==> config.mk <==
export PLATFORM = sky130hd
export DESIGN_NAME = scan_display_ctrl
export DESIGN_NICKNAME = d
export VERILOG_FILES = /design/src/rtl/scan_display_ctrl.sv
export SDC_FILE = /design/constraint.sdc
export NUM_CORES = 1
export LEC_CHECK = 0
export BUFFER_PORTS_ARGS = -buffer_cell sky130_fd_sc_hd__buf_2
export CAP_MARGIN = 0
export CORE_UTILIZATION = 50
export DETAILED_ROUTE_END_ITERATION = 6
export PLACE_DENSITY = 0.73
export SYNTH_ARGS = -nofsm -noshare
export SYNTH_HDL_FRONTEND = slang
export SYNTH_SLANG_ARGS = --single-unit
==> constraint.sdc <==
create_clock -name clk -period 2.9 [get_ports clk]
set_input_delay 0.29 -clock clk [delete_from_list [all_inputs] [get_ports clk]]
set_output_delay 0.29 -clock clk [all_outputs]
set_load 0.05 [all_outputs]
==> src/rtl/scan_display_ctrl.sv <==
// rtl/scan_display_ctrl.sv - time-multiplexed 7-segment scan controller with blanking and blink
//
// Purpose
//   Scans N_DIGITS common-anode digits one slot at a time. Each slot presents one BCD
//   digit (digit_code) to an external combinational segment decoder. The decoded
//   pattern (seg_in) is registered onto the pins with decimal point, leading-zero
//   blanking, invalid-code blanking and blink applied. The displayed digits and masks
//   are captured once per frame, so a frame is never torn by upstream updates.
//
// Ports
//   clk         in   1            system clock, rising edge
//   rst_n       in   1            synchronous reset, active-low
//   data_in     in   4*N_DIGITS   BCD digits, [3:0] = digit 0 (rightmost)
//   en_mask     in   N_DIGITS     1 = digit displayed
//   dp_mask     in   N_DIGITS     1 = decimal point lit
//   blink_mask  in   N_DIGITS     1 = digit dark during blink-off phase
//   lzb         in   1            1 = leading-zero blanking enabled
//   digit_code  out  4            BCD value of the current slot, to the decoder
//   seg_in      in   8            decoder output {a..g,dp}, active-low
//   seg         out  8            segment pins, active-low, bit0 = dp
//   an          out  N_DIGITS     anode select, active-low, one-hot or all-ones
//   frame_done  out  1            one-cycle pulse when the digit index wraps to 0

module scan_display_ctrl #(
    parameter int N_DIGITS     = 8,
    parameter int CLK_DIV      = 50000,
    parameter int BLANK_CYC    = 2,
    parameter int BLINK_FRAMES = 64
) (
    input  logic                  clk,
    input  logic                  rst_n,
    input  logic [4*N_DIGITS-1:0] data_in,
    input  logic [N_DIGITS-1:0]   en_mask,
    input  logic [N_DIGITS-1:0]   dp_mask,
    input  logic [N_DIGITS-1:0]   blink_mask,
    input  logic                  lzb,
    output logic [3:0]            digit_code,
    input  logic [7:0]            seg_in,
    output logic [7:0]            seg,
    output logic [N_DIGITS-1:0]   an,
    output logic                  frame_done
);

    localparam int IDX_W = (N_DIGITS > 1) ? $clog2(N_DIGITS) : 1;
    localparam int DIV_W = $clog2(CLK_DIV);
    localparam int FC_W  = (BLINK_FRAMES > 1) ? $clog2(BLINK_FRAMES) : 1;

    localparam logic [DIV_W-1:0] DIV_LAST  = DIV_W'(CLK_DIV - 1);
    localparam logic [DIV_W-1:0] BLANK_END = DIV_W'(BLANK_CYC);
    localparam logic [IDX_W-1:0] IDX_LAST  = IDX_W'(N_DIGITS - 1);
    localparam logic [FC_W-1:0]  FC_LAST   = FC_W'(BLINK_FRAMES - 1);

    typedef enum logic {
        PH_BLANK,
        PH_SHOW
    } phase_e;

    // Scan state
    logic [DIV_W-1:0] div_cnt_q, div_cnt_d;
    logic [IDX_W-1:0] idx_q, idx_d;
    logic [FC_W-1:0]  frame_cnt_q, frame_cnt_d;
    logic             blink_ph_q, blink_ph_d;
    phase_e           phase_q, phase_d;

    // Per-frame shadow copy of everything that shapes the display
    logic [4*N_DIGITS-1:0] sh_data_q;
    logic [N_DIGITS-1:0]   sh_en_q;
    logic [N_DIGITS-1:0]   sh_dp_q;
    logic [N_DIGITS-1:0]   sh_blink_q;
    logic                  sh_lzb_q;

    // Registered pin drivers
    logic [N_DIGITS-1:0] an_q, an_d;
    logic [7:0]          seg_q, seg_d;
    logic                frame_done_q, frame_done_d;

    logic slot_end;
    logic frame_end;
    logic upper_zero;
    logic lz_blank;
    logic visible;

    assign slot_end  = (div_cnt_q == DIV_LAST);
    assign frame_end = slot_end && (idx_q == IDX_LAST);

    assign digit_code = sh_data_q[{idx_q, 2'b00} +: 4];

    // True when the current digit and every digit to its left are zero.
    always_comb begin
        upper_zero = 1'b1;
        for (int j = 0; j < N_DIGITS; j++) begin
            if ((IDX_W'(j) >= idx_q) && (sh_data_q[4*j +: 4] != 4'd0)) begin
                upper_zero = 1'b0;
            end
        end
    end

    // Digit 0 is never leading-zero blanked so an all-zero value still shows "0".
    assign lz_blank = sh_lzb_q && (idx_q != '0) && upper_zero;

    assign visible = sh_en_q[idx_q]
                  && !(sh_blink_q[idx_q] && blink_ph_q)
                  && (digit_code <= 4'd9)
                  && !lz_blank;

    // Prescaler, digit index and blink timebase
    always_comb begin
        div_cnt_d    = div_cnt_q + 1'b1;
        idx_d        = idx_q;
        frame_cnt_d  = frame_cnt_q;
        blink_ph_d   = blink_ph_q;
        frame_done_d = 1'b0;
        if (slot_end) begin
            div_cnt_d = '0;
            idx_d     = (idx_q == IDX_LAST) ? '0 : idx_q + 1'b1;
        end
        if (frame_end) begin
            frame_done_d = 1'b1;
            if (frame_cnt_q == FC_LAST) begin
                frame_cnt_d = '0;
                blink_ph_d  = ~blink_ph_q;
            end else begin
                frame_cnt_d = frame_cnt_q + 1'b1;
            end
        end
    end

    // Slot phase FSM: the phase register always mirrors div_cnt against BLANK_CYC,
    // giving dead time at every slot start while the decoder settles on the new code.
    always_comb begin
        phase_d = (div_cnt_d < BLANK_END) ? PH_BLANK : PH_SHOW;
        an_d    = '1;
        seg_d   = 8'hFF;
        case (phase_q)
            PH_BLANK: begin
                an_d  = '1;
                seg_d = 8'hFF;
            end
            PH_SHOW: begin
                if (visible) begin
                    an_d[idx_q] = 1'b0;
                    seg_d       = {seg_in[7:1], seg_in[0] & ~sh_dp_q[idx_q]};
                end
            end
            default: begin
                an_d  = '1;
                seg_d = 8'hFF;
            end
        endcase
    end

    always_ff @(posedge clk) begin
        if (!rst_n) begin
            div_cnt_q    <= '0;
            idx_q        <= '0;
            frame_cnt_q  <= '0;
            blink_ph_q   <= 1'b0;
            phase_q      <= PH_BLANK;
            sh_data_q    <= '0;
            sh_en_q      <= '0;
            sh_dp_q      <= '0;
            sh_blink_q   <= '0;
            sh_lzb_q     <= 1'b0;
            an_q         <= '1;
            seg_q        <= 8'hFF;
            frame_done_q <= 1'b0;
        end else begin
            div_cnt_q    <= div_cnt_d;
            idx_q        <= idx_d;
            frame_cnt_q  <= frame_cnt_d;
            blink_ph_q   <= blink_ph_d;
            phase_q      <= phase_d;
            an_q         <= an_d;
            seg_q        <= seg_d;
            frame_done_q <= frame_done_d;
            if (frame_end) begin
                sh_data_q  <= data_in;
                sh_en_q    <= en_mask;
                sh_dp_q    <= dp_mask;
                sh_blink_q <= blink_mask;
                sh_lzb_q   <= lzb;
            end
        end
    end

    assign an         = an_q;
    assign seg        = seg_q;
    assign frame_done = frame_done_q;

endmodule

### Word-level counts from Yosys, hierarchy flattened

Index checks and enable logic that the tools add are counted.

| word-level totals | value |
|---|---|
| register bits | 101 |
| output and inout port bits | 21 |
| logic and storage cells | 90 |

| operators by class | value |
|---|---|
| add/subtract/negate cells | 3 |
| $lt $le $gt $ge | 12 |
| equality and inequality tests | 3 |
| shift operators | 1 |
| muxes and demuxes | 25 |
| bitwise operators | 5 |
| reductions and logical operators | 28 |

Operators by type and width:

| kind | number |
|---|---|
| $pmux W8 S2 | 2 |
| $reduce_bool A4 Y1 | 8 |
| $shiftx A32 B6 Y4 | 1 |
| $add A16 B1 Y16 const B | 1 |
| $eq A16 B16 Y1 const B | 1 |
| $logic_and A1 B1 Y1 | 16 |
| $lt A16 B2 Y1 const B | 1 |
| $mux W16 | 1 |
| $mux W8 | 2 |
| $mux W1 | 14 |
| $ge A3 B3 Y1 const A | 4 |
| $bmux W1 S3 | 3 |
| $not A8 Y8 | 1 |
| $add A6 B1 Y6 const B | 1 |
| $eq A6 B6 Y1 const B | 1 |
| $ge A1 B3 Y1 const A | 2 |
| $ge A2 B3 Y1 const A | 2 |
| $mux W6 | 1 |
| $le A4 B4 Y1 const B | 1 |
| $lt A3 B4 Y1 const B | 1 |
| $add A3 B1 Y3 const B | 1 |
| $demux W1 S3 | 1 |
| $eq A3 B3 Y1 const B | 1 |
| $ge A3 B1 Y1 const B | 1 |
| 6 further kinds | 9 |

### Depth between registers and ports, before layout

| logic depth | value |
|---|---|
| depth in word-level cells | 15 |
| gate-level depth with buffers | 10 |
| depth with buffers taken out | 7 |

### Worst setup path before layout

Ideal clock, no wire load.

| path | value |
|---|---|
| path kind | register to register |
| start | register idx_q[0] |
| end | register an_q[6], in the netlist an[6] |
| setup time | 0.065 ns |
| data arrival time | 2.359 ns |
| data required time | 2.835 ns |
| path slack | 0.476 ns |
| stages on the path, launching flop included | 8 |
| path through | dfxtp_1 buf_6 nor2b_1 a22oi_1 o22ai_1 a221oi_4 buf_6 nand4b_4 |

| on the way | value |
|---|---|
| elaborated cells between the ends (all ways) | 47 |

RTL lines:

| what | RTL line | source |
|---|---|---|
| start, declared | 60 | `logic [IDX_W-1:0] idx_q, idx_d;` |
| start signal, assigned | 169 | `idx_q <= idx_d;` |
| $shiftx A32 B6 Y4 | 86 | `assign digit_code = sh_data_q[{idx_q, 2'b00} +: 4];` |
| via digit_code[3] | 37 | `output logic [3:0] digit_code,` |
| $le A4 B4 Y1 | 103 | `&& (digit_code <= 4'd9)` |
| $logic_and A1 B1 Y1 | 103 |  |
| $logic_and A1 B1 Y1 | 104 | `&& !lz_blank;` |
| $mux W8 | 140 | `if (visible) begin` |
| $pmux W8 S2 | 134 | `case (phase_q)` |
| end signal, assigned | 173 | `an_q <= an_d;` |
| end, declared | 73 | `logic [N_DIGITS-1:0] an_q, an_d;` |

The timed path passes the listed nets, and every way through them passes these cells. The select of a mux whose other input is x is not followed.
A chain may end at the register's enable or synchronous reset.

### Worst setup path after layout

| path | value |
|---|---|
| start | register idx_q[2] |
| end | register an_q[0], in the netlist an[0] |

| on the way | value |
|---|---|
| word-level cells in the longest chain between the ends | 15 |
| elaborated cells between the ends (all ways) | 47 |

RTL lines:

| what | RTL line | source |
|---|---|---|
| $ge A1 B3 Y1 | 92 | `if ((IDX_W'(j) >= idx_q) && (sh_data_q[4*j +: 4] != 4'd0)) begin` |
| $logic_and A1 B1 Y1 | 92 |  |
| $mux W1 (8 in a row) | 92 |  |
| $logic_and A1 B1 Y1 | 99 | `assign lz_blank = sh_lzb_q && (idx_q != '0) && upper_zero;` |
| $logic_not A1 Y1 | 104 |  |
| $logic_and A1 B1 Y1 | 104 |  |
| $mux W8 * | 140 |  |
| $pmux W8 S2 * | 134 |  |

Mark *: on every way between the ends. The rest lies on a longest branch, timed or not. The select of a mux whose other input is x is not followed.

==> qor.csv <==
stage;metric;value;unit
global_route;number of global-route vias before repair;3805;
die;die width;99.7;um
die;IO Count;88;
layout;final core utilization;58.7;%
power_and_ir_drop;leakage power;2.04;nW
drt;final WL;11000;um
drt;DR pass1 iterations;5;
placed_design;gpl congestion;0.901;
die;core area;9240;um^2
synth;Post-synth top flop;dfxtp_1;
global_route;Total Routing Usage GR;23.3;%
critical_path;WP data arrival;2.83;ns
critical_path;CP cell instances;mux2_2 -> a22oi_1 -> o221ai_1 -> a221oi_4 -> nand4_1;
critical_path;Critical Path RT;3.12;ns
cts;clk sink count;101;
timing;period utilization;90.1;%
power_and_ir_drop;Sequential Power Share;61.1;%
layout;share of cells above drive strength 1;21.6;%
layout;nets;685;
synth;syn_area_per_cell;8.80;um^2
timing;Least-Margin Pin Slew;0.734;ns
synth;top post-synthesis cells by area;dfxtp_1 42%, nand2_1 10%, a21boi_0 9.4%;
die;DIE AREA;9930;um^2
timing;Final Hold Vio Count;0;
global_route;antenna violations before repair;0;
cts;clk slew on worst S/H paths;0.09;ns
drt;1st-iter DRT viols;194;
synth;Post-Syn Nets;615;
cts;root buf cell;clkbuf_8;
timing;Max Freq;383;MHz
layout;most common cell after layout, fill and taps aside;nand2_1;
die;Starting Density;51.6;%
power_and_ir_drop;worst vdd ir;273;uV
timing;final max-slew violation count;0;
drt;DRC;0;
timing;clk_skew;0.00849;ns
layout;Area growth syn-to-layout;13.8;%
layout;commonest non-fill, non-tap cells in the layout;129 x nand2_1, 101 x dfxtp_1, 87 x buf_2;
global_route;GR met1 Demand/Resource;32.3;%
placed_design;number of buffers added on ports;87;
drt;Vias;4057;
die;Site Rows;35;
synth;sequential fraction of the synthesis area;42.4;%
cts;# H-tree levels;3;
global_route;first-pass GRT wire length;18200;um
timing;setup TNS;0;ns
synth;Netlist cell types;59;
critical_path;Setup Crit Path Kind;reg2reg;
layout;# diodes;0;
die;Die H;99.7;um
critical_path;Slowest-stage cell, CP;dfxtp_1;
layout;Fillers;842;
critical_path;critical path endpoint category;flop;
global_route;met2 global-route usage;36.9;%
critical_path;CP peak stage delay;0.78;ns
placed_design;hpwl dp;8100;um
drt;post-route ant nets;0;
critical_path;startpoint types;flop;
cts;Inserted Clock Buffers;9;
layout;fin cells;746;
synth;Mapped Cells;542;
layout;post-route cell area;5430;um^2
global_route;grt total ovfl;0;
timing;slew margin rel.;51.1;%
power_and_ir_drop;pwr dens;422;nW/um^2
synth;cell taking the most area after synthesis;dfxtp_1;
cts;CTS tree;built;
critical_path;Worst Path Max Fanout;20;
drt;DR vias/cell;5.44;
power_and_ir_drop;Int Power;0.00178;W
power_and_ir_drop;clock power share;34.9;%
power_and_ir_drop;Net Switching;0.000508;W
run_status;status;finished, final reports clean;
cts;cts hold-fix bufs;0;
cts;Clock Path Buffers;2;
cts;clk_lat worst skew;0.37;ns
timing;min Tclk post-route;2.61;ns
critical_path;Worst Path Buf+Inv;0;
cts;CTS resizes;0;
power_and_ir_drop;sw frac;22.2;%
global_route;gr busiest metal;met2;
drt;per-cell routed wire length;14.7;um
synth;synth warn;0;
placed_design;Cell Count Post-Placement;730;
global_route;routing usage on met3;4.08;%
synth;Seq cells post-synth;101;
timing;RSZ-0062 raised after global routing;no;
power_and_ir_drop;Comb power frac;4.1;%
cts;Post-CTS Setup Bufs;0;
timing;Setup violations, final;0;
hold_path;Hold WC Path Type;in2reg;
synth;Post-Syn Area;4770;um^2
synth;Yosys top cell area share;42.4;%
placed_design;Post-DP Area;5250;um^2
global_route;largest net degree at the start of global routing;48;
critical_path;CP top delay family;compound AO/OA/AOI/OAI gates;
flow_run;max cap viols;0;
synth;async set-reset flop share out of synthesis;0;%
synth;number of flops mapped to enable cells by yosys;0;
registers in the layout (all words and copies together) (netlist names):
register / count
blink_ph_q: 1
seg: 8
idx_q: 3
sh_blink_q: 8
div_cnt_q: 16
sh_en_q: 8
an: 8
frame_done: 1
sh_lzb_q: 1
phase_q: 1
sh_data_q: 32
sh_dp_q: 8
frame_cnt_q: 6
per-layer routing:
layer	share of wire [%]	routed length [um]
met3	5.0	553
met5	0	0
met4	1.5	160
met1	48	5280
met2	45	4970
power by group through the flow:
stage	registers, W	clock network (W)	logic, W
finish	0.00140	0.000798	0.0000927
global route	0.00140	0.000865	0.000103
CTS	0.00140	0.000819	0.0000942
detailed placement	0.00143	0	0.0000936
global placement	0.00143	0	0.0000924
floorplan	0.00143	0	0.0000400
stage by stage:
stage / power [W] / worst slack, ns / hold WS (ns)
floorplan: 0.00147 / 0.476 / 0.396
global placement: 0.00152 / 0.421 / 0.457
detailed placement: 0.00152 / 0.306 / 0.459
CTS: 0.00231 / 0.305 / 0.0903
global route: 0.00237 / 0.0354 / 0.0969
finish: 0.00229 / 0.287 / 0.104
Yosys cell counts, types with 8 or more instances:
library cell	n
inv_1	9
xor2_1	8
buf_2	9
a21oi_1	8
xnor2_1	12
nand2_1	130
nand3b_1	8
clkbuf_1	24
and2_1	10
nand3_1	14
a21boi_0	60
nor2_1	22
nand4_1	13
dfxtp_1	101
cell type report:
cell class                      instances  area [um^2]  share of cell area (%)
Clock buffer                           10          138                    2.54
Clock inverter                          6         37.5                   0.692
Inverter                                9         33.8                   0.622
Multi-Input combinational cell        391         2490                    45.9
Sequential cell                       101         2020                    37.3
Tap cell                              129          161                    2.97
Timing Repair Buffer                  100          546                    10.1
worst register-to-register path: stages (launching register included):
cell and delay (ns):
dfxtp_1 0.78, mux2_2 0.42, a22oi_1 0.18, o221ai_1 0.20, a221oi_4 0.71, nand4_1 0.18
path summary, 6_finish.rpt:
check	from	endpoint	slack (ns)	depth (start not counted)
worst max-delay path	idx_q[2]	an[0]	0.29	5
worst max register to register	idx_q[2]	an[0]	0.29	5
worst min-delay path	seg_in[6]	seg[6]	0.10	2
worst min register to register	sh_lzb_q	sh_lzb_q	0.47	2
cell families after synthesis:
logic type,count (synthesis),synth area share (%)
buffers and inverters,50,5.46
AOI/OAI and AO/OA,109,17.6
DFF,101,42.4
adders and majority gates,6,1.57
and+or+nand+nor,238,24.0
xor gates and xnor gates,20,3.67
muxes,18,5.25
(Power assumes the default switching activity.)
